<file path="src/rtl/gpr_scoreboard_pkg.sv">
// Shared constants and types for the GPR write scoreboard.
//   NUM_GPR / GPR_ADDR_W : architectural register file geometry
//   RA_REG               : link register written by calls (Decode maps isCall to it)
//   SB_MAX_INFLIGHT      : outstanding writes per register (issue->WB depth)
//   sb_state_t           : scoreboard control FSM states
package gpr_scoreboard_pkg;

  localparam int NUM_GPR         = 16;
  localparam int GPR_ADDR_W      = 4;
  localparam logic [GPR_ADDR_W-1:0] RA_REG = 4'hF;
  localparam int SB_MAX_INFLIGHT = 3;
  localparam int SB_CNT_W        = 2;

  typedef enum logic [1:0] {
    SB_IDLE  = 2'd0,
    SB_RUN   = 2'd1,
    SB_DRAIN = 2'd2
  } sb_state_t;

endpackage

</file>
<file path="src/rtl/gpr_scoreboard_sb_reg_counter.sv">
// Per-register outstanding-writer counter.
//   clk_i, rst_i : clock, asynchronous active-high reset
//   clr_i        : force the count to zero (scoreboard idle / stopped)
//   en_i         : tracking enabled (RUN or DRAIN)
//   inc_i        : accepted issue targets this register
//   dec_i        : retire on the GPR write port targets this register
//   cnt_o        : current outstanding-writer count
//   uflow_o      : this cycle's retire found the count already zero
module gpr_scoreboard_sb_reg_counter #(
  parameter int CNT_W        = 2,
  parameter int MAX_INFLIGHT = 3
) (
  input  logic             clk_i,
  input  logic             rst_i,
  input  logic             clr_i,
  input  logic             en_i,
  input  logic             inc_i,
  input  logic             dec_i,
  output logic [CNT_W-1:0] cnt_o,
  output logic             uflow_o
);

  localparam logic [CNT_W-1:0] CNT_MAX  = CNT_W'(MAX_INFLIGHT);
  localparam logic [CNT_W-1:0] CNT_ONE  = CNT_W'(1);
  localparam logic [CNT_W-1:0] CNT_ZERO = '0;

  logic [CNT_W-1:0] cnt_q;
  logic [CNT_W-1:0] cnt_d;

  always_comb begin
    cnt_d   = cnt_q;
    uflow_o = 1'b0;
    if (clr_i) begin
      cnt_d = CNT_ZERO;
    end else if (en_i) begin
      unique case ({inc_i, dec_i})
        2'b10: begin
          // Issue stall keeps us below saturation; the guard only protects
          // against a misbehaving upstream.
          if (cnt_q != CNT_MAX) cnt_d = cnt_q + CNT_ONE;
        end
        2'b01: begin
          if (cnt_q != CNT_ZERO) cnt_d = cnt_q - CNT_ONE;
          else                   uflow_o = 1'b1;
        end
        default: cnt_d = cnt_q;  // idle, or issue and retire cancel out
      endcase
    end
  end

  always_ff @(posedge clk_i or posedge rst_i) begin
    if (rst_i) cnt_q <= CNT_ZERO;
    else       cnt_q <= cnt_d;
  end

  assign cnt_o = cnt_q;

endmodule

</file>
<file path="src/rtl/gpr_scoreboard.sv">
// GPR write scoreboard: counts in-flight writers per register between Decode
// issue and the writeback GPR write port, stalls issue on RAW hazards and on
// per-register counter saturation, and gates issue during start-up / drain.
//   clk, rst             : clock, asynchronous active-high reset
//   Start                : core run enable; low forces IDLE and clears tracking
//   issue_*              : instruction presented by Decode (rd, rs1/rs2 + use flags)
//   rf_wr_en/rf_wr_addr  : retire strobe from the WB GPR write port
//   drain_req            : halt/debug drain request (level)
//   stall, issue_accept  : issue handshake back to Decode
//   pending_mask         : bit i set while register i has outstanding writers
//   drained              : draining and nothing outstanding
//   err_underflow        : sticky, retire seen for a register with no writer
module gpr_scoreboard
  import gpr_scoreboard_pkg::*;
#(
  parameter int NUM_REGS     = NUM_GPR,
  parameter int ADDR_W       = GPR_ADDR_W,
  parameter int MAX_INFLIGHT = SB_MAX_INFLIGHT,
  parameter int CNT_W        = SB_CNT_W,
  parameter bit BYPASS_WB    = 1'b1
) (
  input  logic                clk,
  input  logic                rst,
  input  logic                Start,
  input  logic                issue_valid,
  input  logic                issue_isWb,
  input  logic [ADDR_W-1:0]   issue_rd,
  input  logic                issue_use_rs1,
  input  logic [ADDR_W-1:0]   issue_rs1,
  input  logic                issue_use_rs2,
  input  logic [ADDR_W-1:0]   issue_rs2,
  input  logic                rf_wr_en,
  input  logic [ADDR_W-1:0]   rf_wr_addr,
  input  logic                drain_req,
  output logic                stall,
  output logic                issue_accept,
  output logic [NUM_REGS-1:0] pending_mask,
  output logic                drained,
  output logic                err_underflow
);

  localparam logic [CNT_W-1:0] CNT_MAX = CNT_W'(MAX_INFLIGHT);
  localparam logic [CNT_W-1:0] CNT_ONE = CNT_W'(1);

  sb_state_t state_q;
  sb_state_t state_d;
  logic      err_q;
  logic      err_d;

  logic [CNT_W-1:0]    cnt [NUM_REGS];
  logic [NUM_REGS-1:0] uflow;
  logic [NUM_REGS-1:0] inc;
  logic [NUM_REGS-1:0] dec;
  logic [NUM_REGS-1:0] src_busy;
  logic [NUM_REGS-1:0] rd_full;

  logic track_en;
  logic track_clr;
  logic hazard;

  assign track_en  = (state_q == SB_RUN) || (state_q == SB_DRAIN);
  // IDLE holds counters at zero, so retires arriving there are simply dropped.
  assign track_clr = !Start || (state_q == SB_IDLE);

  // Per-register hazard terms. A final retire this cycle hides a RAW hazard
  // only when the register file forwards the write to same-cycle reads.
  // A retire to a saturated rd always frees a slot, so it lifts the WAW limit.
  always_comb begin
    for (int i = 0; i < NUM_REGS; i++) begin
      src_busy[i] = (cnt[i] != '0) &&
                    !(BYPASS_WB && (cnt[i] == CNT_ONE) &&
                      rf_wr_en && (rf_wr_addr == ADDR_W'(i)));
      rd_full[i]  = (cnt[i] == CNT_MAX) &&
                    !(rf_wr_en && (rf_wr_addr == ADDR_W'(i)));
      inc[i]      = issue_accept && issue_isWb && (issue_rd == ADDR_W'(i));
      dec[i]      = rf_wr_en && (rf_wr_addr == ADDR_W'(i));
    end
  end

  assign hazard = (issue_use_rs1 && src_busy[issue_rs1]) ||
                  (issue_use_rs2 && src_busy[issue_rs2]) ||
                  (issue_isWb    && rd_full[issue_rd]);

  assign stall        = (state_q != SB_RUN) || (issue_valid && hazard);
  assign issue_accept = issue_valid && !stall;

  genvar g;
  generate
    for (g = 0; g < NUM_REGS; g++) begin : g_cnt
      gpr_scoreboard_sb_reg_counter #(
        .CNT_W        (CNT_W),
        .MAX_INFLIGHT (MAX_INFLIGHT)
      ) u_cnt (
        .clk_i   (clk),
        .rst_i   (rst),
        .clr_i   (track_clr),
        .en_i    (track_en),
        .inc_i   (inc[g]),
        .dec_i   (dec[g]),
        .cnt_o   (cnt[g]),
        .uflow_o (uflow[g])
      );
      assign pending_mask[g] = (cnt[g] != '0);
    end
  endgenerate

  always_comb begin
    state_d = state_q;
    err_d   = err_q | (|uflow);
    if (!Start) begin
      state_d = SB_IDLE;
      err_d   = 1'b0;
    end else begin
      unique case (state_q)
        SB_IDLE:  state_d = SB_RUN;
        SB_RUN:   if (drain_req)  state_d = SB_DRAIN;
        SB_DRAIN: if (!drain_req) state_d = SB_RUN;
        default:  state_d = SB_IDLE;
      endcase
    end
  end

  always_ff @(posedge clk or posedge rst) begin
    if (rst) begin
      state_q <= SB_IDLE;
      err_q   <= 1'b0;
    end else begin
      state_q <= state_d;
      err_q   <= err_d;
    end
  end

  assign drained       = (state_q == SB_DRAIN) && !(|pending_mask);
  assign err_underflow = err_q;

endmodule
</file>
<file path="config.mk">
export PLATFORM = sky130hd
export DESIGN_NAME = gpr_scoreboard
export DESIGN_NICKNAME = d
export VERILOG_FILES = /design/src/rtl/gpr_scoreboard_pkg.sv /design/src/rtl/gpr_scoreboard_sb_reg_counter.sv /design/src/rtl/gpr_scoreboard.sv
export SDC_FILE = /design/constraint.sdc
export NUM_CORES = 1
export LEC_CHECK = 0
export ABC_CLOCK_PERIOD_IN_PS = 7000
export CAP_MARGIN = 40
export CORE_MARGIN = 1.5
export CORE_UTILIZATION = 45
export CTS_CLUSTER_DIAMETER = 80
export DETAILED_ROUTE_END_ITERATION = 7
export PLACE_DENSITY = 0.77
export SYNTH_ARGS = -nofsm -noshare
export SYNTH_HDL_FRONTEND = slang
export SYNTH_SLANG_ARGS = --single-unit
</file>
<file path="constraint.sdc">
create_clock -name clk -period 7 [get_ports clk]
set_clock_uncertainty 0.1 [all_clocks]
set_input_delay 1.05 -clock clk [delete_from_list [all_inputs] [get_ports clk]]
set_output_delay 1.05 -clock clk [all_outputs]
set_load 0.05 [all_outputs]
</file>
# Word-level counts from Yosys, hierarchy flattened
# Cells that the tools add are included.
# classes
add_sub_neg,32
mul,0
div,0
n_lt_le_gt_ge,3
n_eq_ne,147
shift,0
mux,155
bitwise_logic,1
reduce_logical,198
# ops
op,n
2-bit two-way mux,67
1-bit logical AND,103
1-bit two-way mux,68
"2-bit by 1-bit equality test with 1-bit output, second input constant",33
"2-bit equality test, second input constant",33
"4-bit equality test, second input constant",16
2-bit one-hot mux with 2 select lines,16
4-bit AND reduction,16
"3-bit != test, second input constant",17
"3-bit by 2-bit != test with 1-bit output, second input constant",16
3-bit nonzero test,16
1-bit zero test,35
2-bit nonzero test,17
"2-bit by 1-bit adder with 2-bit output, second input constant",16
"4-bit by 3-bit equality test with 1-bit output, second input constant",8
"2-bit != test, second input constant",16
16-bit OR reduction,2
"2-bit by 1-bit subtractor with 2-bit output, second input constant",16
"4-bit by 2-bit equality test with 1-bit output, second input constant",4
"4-bit by 5-bit less-than comparator with 1-bit output, second input constant",3
1-bit binary-select mux with 4-bit select,3
"4-bit by 1-bit equality test with 1-bit output, second input constant",2
4-bit zero test,2
2-bit one-hot mux with 3 select lines,1
6 further kinds,10
# totals
regBits,35
latchBits,0
ramBits,0
rom_bits,0
in_bits,25
memories,0

# Depth between registers and ports, before layout
# Gate-level depths: netlist (run 1).
# depth
ltp_word,23
depth_mapped,16

# Modules after synthesis
# A second synthesis (run 1) with hierarchy kept.
# unflattened
cells_unflattened,548
area_unflattened_um2,4130.2
# modules_own_cells
mod,instances,cells_each,area_per_inst_um2,seq_area_each_um2
gpr_scoreboard_sb_reg_counter,16,18,155.1,50.0
gpr_scoreboard,1,260,1647.8,75.1

# Worst setup path after synthesis (run 1)
# No wires, ideal clock.
# synth_timing
kind,input-to-output
start,in issue_rd[1]
end,out issue_accept
arrival_ns,4.280
setup_slack_ns,1.570
stages,9
n_path_buf,2
cell_sequence,clkbuf_1 > clkbuf_1 > nand2_1 > o221ai_1 > o211ai_1 > nor3b_1 > nor3_1 > o21ai_0 > nor2_1
# synth_via
elab_chain_len,8
# synth_lines
item,line,text
start: declaration,gpr_scoreboard.sv:27,"input logic [ADDR_W-1:0] issue_rd,"
1-bit binary-select mux with 4-bit select,gpr_scoreboard.sv:82,(issue_isWb && rd_full[issue_rd]);
1-bit two-way mux (not written as such),gpr_scoreboard.sv:82,
1-bit logical AND,gpr_scoreboard.sv:82,
1-bit logical OR,gpr_scoreboard.sv:81,(issue_use_rs2 && src_busy[issue_rs2]) ||
1-bit logical AND,gpr_scoreboard.sv:84,assign stall = (state_q != SB_RUN) || (issue_valid && hazard);
1-bit logical OR,gpr_scoreboard.sv:84,
via stall,gpr_scoreboard.sv:35,"output logic stall,"
1-bit zero test,gpr_scoreboard.sv:85,assign issue_accept = issue_valid && !stall;
1-bit logical AND,gpr_scoreboard.sv:85,
end: declaration,gpr_scoreboard.sv:36,"output logic issue_accept,"
# The timed path passes the listed nets, and every way through them passes these cells. The select of a mux whose other input is x is not followed.

# Worst setup path after layout (run 1)
# layout_timing
start,in rf_wr_addr[0]
end,out issue_accept
# layout_via
elab_chain_len,13
word_cells_on_any_way,127
cone_classes,15 x eq/ne; 6 x mux; 106 x reduce/logical
# layout_lines
item,line,text
start: declaration,gpr_scoreboard.sv:33,"input logic [ADDR_W-1:0] rf_wr_addr,"
"4-bit by 1-bit equality test with 1-bit output, or another cell as far along","gpr_scoreboard.sv:72, gpr_scoreboard.sv:74",
1-bit logical AND,gpr_scoreboard.sv:72,rf_wr_en && (rf_wr_addr == ADDR_W'(i)));
1-bit zero test,gpr_scoreboard.sv:71,!(BYPASS_WB && (cnt[i] == CNT_ONE) &&
1-bit logical AND,gpr_scoreboard.sv:70,src_busy[i] = (cnt[i] != '0) &&
1-bit binary-select mux with 4-bit select (on tied branches),"gpr_scoreboard.sv:80, gpr_scoreboard.sv:81",
1-bit two-way mux (on tied branches),"gpr_scoreboard.sv:80, gpr_scoreboard.sv:81",
1-bit logical AND (on tied branches),"gpr_scoreboard.sv:80, gpr_scoreboard.sv:81",
1-bit logical OR,gpr_scoreboard.sv:80,assign hazard = (issue_use_rs1 && src_busy[issue_rs1]) ||
1-bit logical OR (*),gpr_scoreboard.sv:81,
1-bit logical AND (*),gpr_scoreboard.sv:84,
1-bit logical OR (*),gpr_scoreboard.sv:84,
1-bit zero test (*),gpr_scoreboard.sv:85,
1-bit logical AND (*),gpr_scoreboard.sv:85,
# Mark *: on every way between the ends. The rest lies on a longest branch, timed or not. The select of a mux whose other input is x is not followed.

==> results.md, run 1 <==
- Status: finished clean
- Largest net degree at the start of global routing: 36
- Max_cap viols: 0
- Hold_buf cts: 0
- # port buffers: 44
- CP bufs+invs: 3
- Top Family by Delay on Critical Path: buffers and inverters
- DRT Pass-1 Iters: 6
- CTS tree: done
- Peak VDD IR: 128 uV
- Worst endpoint data arrival time: 4.86 ns
- Clock Pin Slew Worst Setup and Hold Paths: 0.09 ns
- Worst setup SP type: input port
- Antenna cells: 0
- Slew Limit Fails: 0
- Number of global-route vias before repair: 4,199
- GR Overflow Total: 0
- Root buffer cell: clkbuf_8
- Post-DP HPWL: 11.9 mm
- Latest clock arrival within the worst-skew pair: 0.30 ns
- Area of the multi-input gates: 3070 sq um
- First-pass GRT wire length: 23.6 mm
- DIE WIDTH: 101 um
- Core Area: 9280 sq um
- Largest family of logic cells by synthesized area: simple AND/OR/NAND/NOR gates
- Pleak: 2.05 nW
- Fraction of registers with async set/reset: 1.00
- Starting Density: 0.466
- Primary FF master, synth: dfrtp_1
- Clk sinks: 35
- Share of layout cells above drive strength 1: 0.0692
- Synth Area in XOR/XNOR: 0.0628
- Critical-path cell list: clkdlybuf4s50_1 -> nor3b_1 -> buf_4 -> a211oi_1 -> a311o_1 -> a221oi_1 -> nor3b_1 -> nor3_1 -> o21ai_0 -> nor2_1 -> clkdlybuf4s50_1
- Worst path max stage delay: 0.80 ns
- Hold Vio Cnt, Final: 0
- H-tree depth: 2
- Die height: 101 um
- Tmin final: 6.01 ns
- Post-layout util: 0.533
- Register area: 876 sq um
- Ys Warns: 0
- Cells after Synth: 546
- RSZ-0062 raised after global routing: no
- Worst Path Max Fanout: 16
- Setup tns final: 0 ns
- Post-synthesis cell type count: 71
- Area delta synth->final: 14.5%
- DRT antenna net count: 0
- Rows: 35
- Endpoints failing setup: 0
- CTS Buf Count: 5
- Via/cell ratio: 6.13
- Via count: 4,333
- Post-CTS setup buffers: 0
- Worst-case clock buffer depth: 2
- CP Capture Type: primary output
- Total track usage: 0.305
- Critical setup path kind: input port to primary output
- Hold Path Class: register to register
- Fillers: 945
- Post-synthesis cell area: 4330 sq um
- Compound-Gate Fraction of Synth Area: 0.216
- Final WL: 15.0 mm
- Post-synth EDFFs: 0
- WL per Instance: 21.2 um
- Initial antenna violation count: 0
- Adder-cell share of the synthesized area: 0.156
- Max_slew headroom: 0.426
- Register area share after synthesis: 0.202
- Max Clock Freq: 0.166 GHz
- #FFs+latches synth: 35
- IO Pins: 45
- Critical-path top delay cell: clkdlybuf4s50_1
- Post-CTS sizing: 0
- Starting DRT DRC Count: 368
- Mux contribution to synthesized area: 0.0162
- Reg2Reg Setup Slack: 2.64 ns
- Post-route DRC: 0
- Average cell area after synthesis: 7.92 sq um
- Synth Area in Simple Gates: 0.260
- Slew @ Worst Pin: 0.857 ns
- Syn Nets: 625
- DIE AREA: 10,200 sq um
- Period utilisation layout: 0.859
- PwrDens: 119 nW/um^2
- RD Place Congestion: 0.974
- Worst path required time: 5.85 ns
- Nets: 656
-- layout make-up --
type / instances / share of cell area
Clock buffer: 7 / 0.0195
Sequential cell: 35 / 0.177
Inverter: 61 / 0.0462
Clock inverter: 1 / 0.00152
Timing Repair Buffer: 53 / 0.103
Multi-Input combinational cell: 421 / 0.621
Tap cell: 129 / 0.0326
-- sequential cells by signal (all words and copies together) (netlist names) --
name / cells
state_q: 2
g_cnt.u_cnt.cnt_o: 32
err_underflow: 1
-- placed cells by master (no fill, tap or decap), types with 3 or more instances in the layout --
cell             Yosys  layout
or3b_2               3       3
a211o_1              5       5
nand4b_1             4       4
nor4_1               6       6
and3_1               7       7
nand2b_1            10      10
nor2_1              58      58
nand3_1             12      12
a21boi_2             6       6
buf_4                6       9
nand2_1             30      30
nand4_1             13      13
nor2b_1             14      14
a221oi_1             4       4
o31ai_1              3       3
xor2_1               6       6
ha_1                54      54
or4_1                3       3
and4_1               5       5
or2_2                3       3
nor3_1               9       9
nand3b_1            10      10
xnor2_1             25      25
and3b_1              4       4
inv_1               61      61
clkbuf_8             0       7
a2111oi_0            4       4
a21oi_1             19      19
nor3b_1              3       3
dfrtp_1             35      35
o22ai_1              3       3
o21ai_0             11      11
a211oi_1            18      18
a311o_1              4       4
a31oi_1             22      22
and2_1               3       3
a22oi_1              3       3
clkdlybuf4s50_1      0      44
-- logic make-up (layout without fill, tap and decap cells) --
logic type                 count (synthesis)  after routing
DFF                                       35             35
AOI/OAI and AO/OA                        128            128
buffers and inverters                     90            122
adders and majority gates                 54             54
xor gates and xnor gates                  31             31
muxes                                      4              4
and+or+nand+nor                          204            204
-- power by group --
group          total, W  internal, W  switching (W)
registers      0.000211     0.000206     0.00000497
clock network  0.000178    0.0000898      0.0000879
logic          0.000201    0.0000692       0.000132
-- final timing paths --
path	startpoint	end	cells after the start
min	g_cnt[12].u_cnt.cnt_o[0]	g_cnt[12].u_cnt.cnt_o[0]	1
min in group asynchronous	rst	g_cnt[12].u_cnt.cnt_o[0]	3
max in group asynchronous	rst	g_cnt[15].u_cnt.cnt_o[1]	3
max reg2reg	g_cnt[5].u_cnt.cnt_o[1]	err_underflow	13
min reg2reg	g_cnt[12].u_cnt.cnt_o[0]	g_cnt[12].u_cnt.cnt_o[0]	1
max	rf_wr_addr[0]	issue_accept	11
-- per-stage QoR --
step                cells  setup WS (ns)  hold WS, ns  power, W  instance area (sq um)
floorplan             546           1.57        0.401  0.000343                   4330
global placement      698           1.07        0.422  0.000409                   4840
detailed placement    699           1.01        0.453  0.000413                   4850
CTS                   707           1.02        0.465  0.000591                   4950
global route          707          0.633        0.490  0.000616                   4950
finish                707          0.989        0.465  0.000590                   4950
-- cells in the mapped netlist, types with 5 or more instances --
master | instances | area [sq um]
inv_1 | 61 | 229
and3_1 | 7 | 43.8
a211o_1 | 5 | 43.8
buf_2 | 6 | 30.0
a211oi_1 | 18 | 135
a21oi_1 | 19 | 95.1
xor2_1 | 6 | 52.6
dfrtp_1 | 35 | 876
nor4_1 | 6 | 37.5
nand3_1 | 12 | 60.1
nand2_1 | 30 | 113
nand3b_1 | 10 | 75.1
ha_1 | 54 | 676
xnor2_1 | 25 | 219
buf_4 | 6 | 45.0
and4_1 | 5 | 43.8
o21ai_0 | 11 | 55.1
clkbuf_1 | 15 | 56.3
nor2_1 | 58 | 218
nand4_1 | 13 | 81.3
nand2b_1 | 10 | 62.6
a31oi_1 | 22 | 138
nor3_1 | 9 | 45.0
nor2b_1 | 14 | 87.6
a21boi_2 | 6 | 67.6
-- metal layers --
metal	GRT usage	wire length, um	up-vias
met4	0.111	546	0
met1	0.406	6390	2065
met2	0.501	6960	208
met5	0	0	-
met3	0.0444	1090	42
li1	-	-	2018
(Power assumes the default switching activity.)
==> run 2: changes to the inputs <==
CORE_UTILIZATION = 55   (was 45)
PLACE_DENSITY = 0.89   (was 0.77)
==> results.md, run 2 (synthesized netlist as in run 1, its figures left out) <==
- Worst Path Max Fanout: 18
- Slew Limit Fails: 0
- RD Place Congestion: 1.00
- Post-CTS sizing: 0
- Total track usage: 0.355
- Post-CTS setup buffers: 0
- DIE WIDTH: 91.7 um
- Fillers: 668
- Largest net degree at the start of global routing: 36
- Post-route DRC: 0
- CTS tree: done
- Nets: 653
- Worst setup SP type: input port
- Design Area, Final: 4930 sq um
- Tmin final: 6.04 ns
- Initial antenna violation count: 0
- Antenna cells: 0
- CP Capture Type: primary output
- Hold Vio Cnt, Final: 0
- Sequential share of power: 0.330
- Critical setup path kind: input port to primary output
- Starting DRT DRC Count: 523
- Hold_buf cts: 0
- DIE AREA: 8410 sq um
- Worst endpoint data arrival time: 4.89 ns
- Worst path max stage delay: 0.81 ns
- Via count: 4,484
- Hold slack: 0.466 ns
- Endpoints failing setup: 0
- Pleak: 2.05 nW
- Design Power: 0.000642 W
- Peak VDD IR: 83.2 uV
- Register area: 876 sq um
- Max Clock Freq: 0.166 GHz
- Number of global-route vias before repair: 4,346
- Area delta synth->final: 13.9%
- Slew @ Worst Pin: 0.897 ns
- Period utilisation layout: 0.862
- Setup tns final: 0 ns
- Met1 GRT Util: 0.456
- PwrDens: 130 nW/um^2
- CTS Buf Count: 5
- Clock Power Share: 0.362
- Status: finished clean
- Commonest non-fill, non-tap cells in the layout: 61 x inv_1, 58 x nor2_1, 54 x ha_1
- Critical-path top delay cell: clkdlybuf4s50_1
- Dpl cell area: 4790 sq um
- # port buffers: 44
- GR Overflow Total: 0
- Int Pwr: 0.000417 W
- Die height: 91.7 um
- GRT busiest layer: met2
- Critical-path cell list: clkdlybuf4s50_1 -> nor2_1 -> a31oi_1 -> nand4_1 -> a21oi_1 -> or4b_2 -> nor3_1 -> o21ai_0 -> nor2_1 -> clkdlybuf4s50_1
- Max_cap viols: 0
- NetSw: 0.000225 W
- Clock Pin Slew Worst Setup and Hold Paths: 0.09 ns
- Clk sinks: 35
- Root buffer cell: clkbuf_8
- Comb pwr share: 0.308
- Latest clock arrival within the worst-skew pair: 0.30 ns
- RSZ-0062 raised after global routing: no
- DRT antenna net count: 0
- Post-DP HPWL: 11.2 mm
- Net Sw Frac: 0.350
- Worst-case clock buffer depth: 2
- DRT Pass-1 Iters: 5
- Met3 Use GR: 0.0655
- WL per Instance: 21.4 um
- Starting Density: 0.563
- Commonest non-fill, non-tap cell in the layout: inv_1
- Final WL: 14.5 mm
- Rows: 32
- Max reg flops: 32
- Placed Instances: 669
- First-pass GRT wire length: 23.0 mm
- Share of layout cells above drive strength 1: 0.0643
- IO Pins: 45
- Max_slew headroom: 0.401
- Met2 GRT Util: 0.563
- Fin cells: 677
- Via/cell ratio: 6.62
- H-tree depth: 2
- Hold Path Class: register to register
- Worst path required time: 5.85 ns
- Area of the multi-input gates: 3070 sq um
- Core Area: 7690 sq um
==> run 2: worst max-delay path, delay by kind of cell <==
| family | cells | cell delay [ns] |
|---|---|---|
| compound gates | 3 | 0.49 |
| buf+inv | 2 | 1.55 |
| simple gates | 5 | 1.79 |
==> run 2: path summary, 6_finish.rpt <==
kind	slack, ns	depth (start not counted)	startpoint	endpoint
setup / recovery	0.96	10	rf_wr_addr[1]	issue_accept
hold / removal	0.47	1	g_cnt[12].u_cnt.cnt_o[0]	g_cnt[12].u_cnt.cnt_o[0]
setup reg to reg	2.75	12	g_cnt[5].u_cnt.cnt_o[1]	err_underflow
hold reg to reg	0.47	1	g_cnt[12].u_cnt.cnt_o[0]	g_cnt[12].u_cnt.cnt_o[0]
max in group asynchronous	5.41	3	rst	g_cnt[15].u_cnt.cnt_o[0]
min in group asynchronous	1.05	3	rst	err_underflow
==> run 2: power by group through the flow <==
stage | Combinational (W) | Clock [W] | Sequential (W)
after CTS | 0.000194 | 0.000232 | 0.000212
after floorplan | 0.000127 | 0 | 0.000216
after global routing | 0.000212 | 0.000241 | 0.000212
after detailed placement | 0.000193 | 0 | 0.000216
after global placement | 0.000190 | 0 | 0.000215
final | 0.000198 | 0.000232 | 0.000212
==> run 2: routing by layer <==
metal	share of wire	wire length, um
met5	0	0
met4	0.053	770
met1	0.42	6020
met3	0.090	1300
met2	0.44	6390
==> run 2: cell type report <==
class	count	area share
flip-flops and latches	35	0.178
inverters	61	0.0465
well taps	102	0.0259
multi-input cells	421	0.624
repair buffers	50	0.0985
clock buffers	5	0.0140
clock inverters	3	0.0137
==> run 2: metrics by stage <==
step / worst slack (ns) / utilization
2_1_floorplan: 1.57 / -
3_3_place_gp: 1.19 / 0.623
3_5_place_dp: 1.09 / 0.623
4_1_cts: 1.08 / 0.641
5_1_grt: 0.781 / 0.641
6_report: 0.965 / 0.641
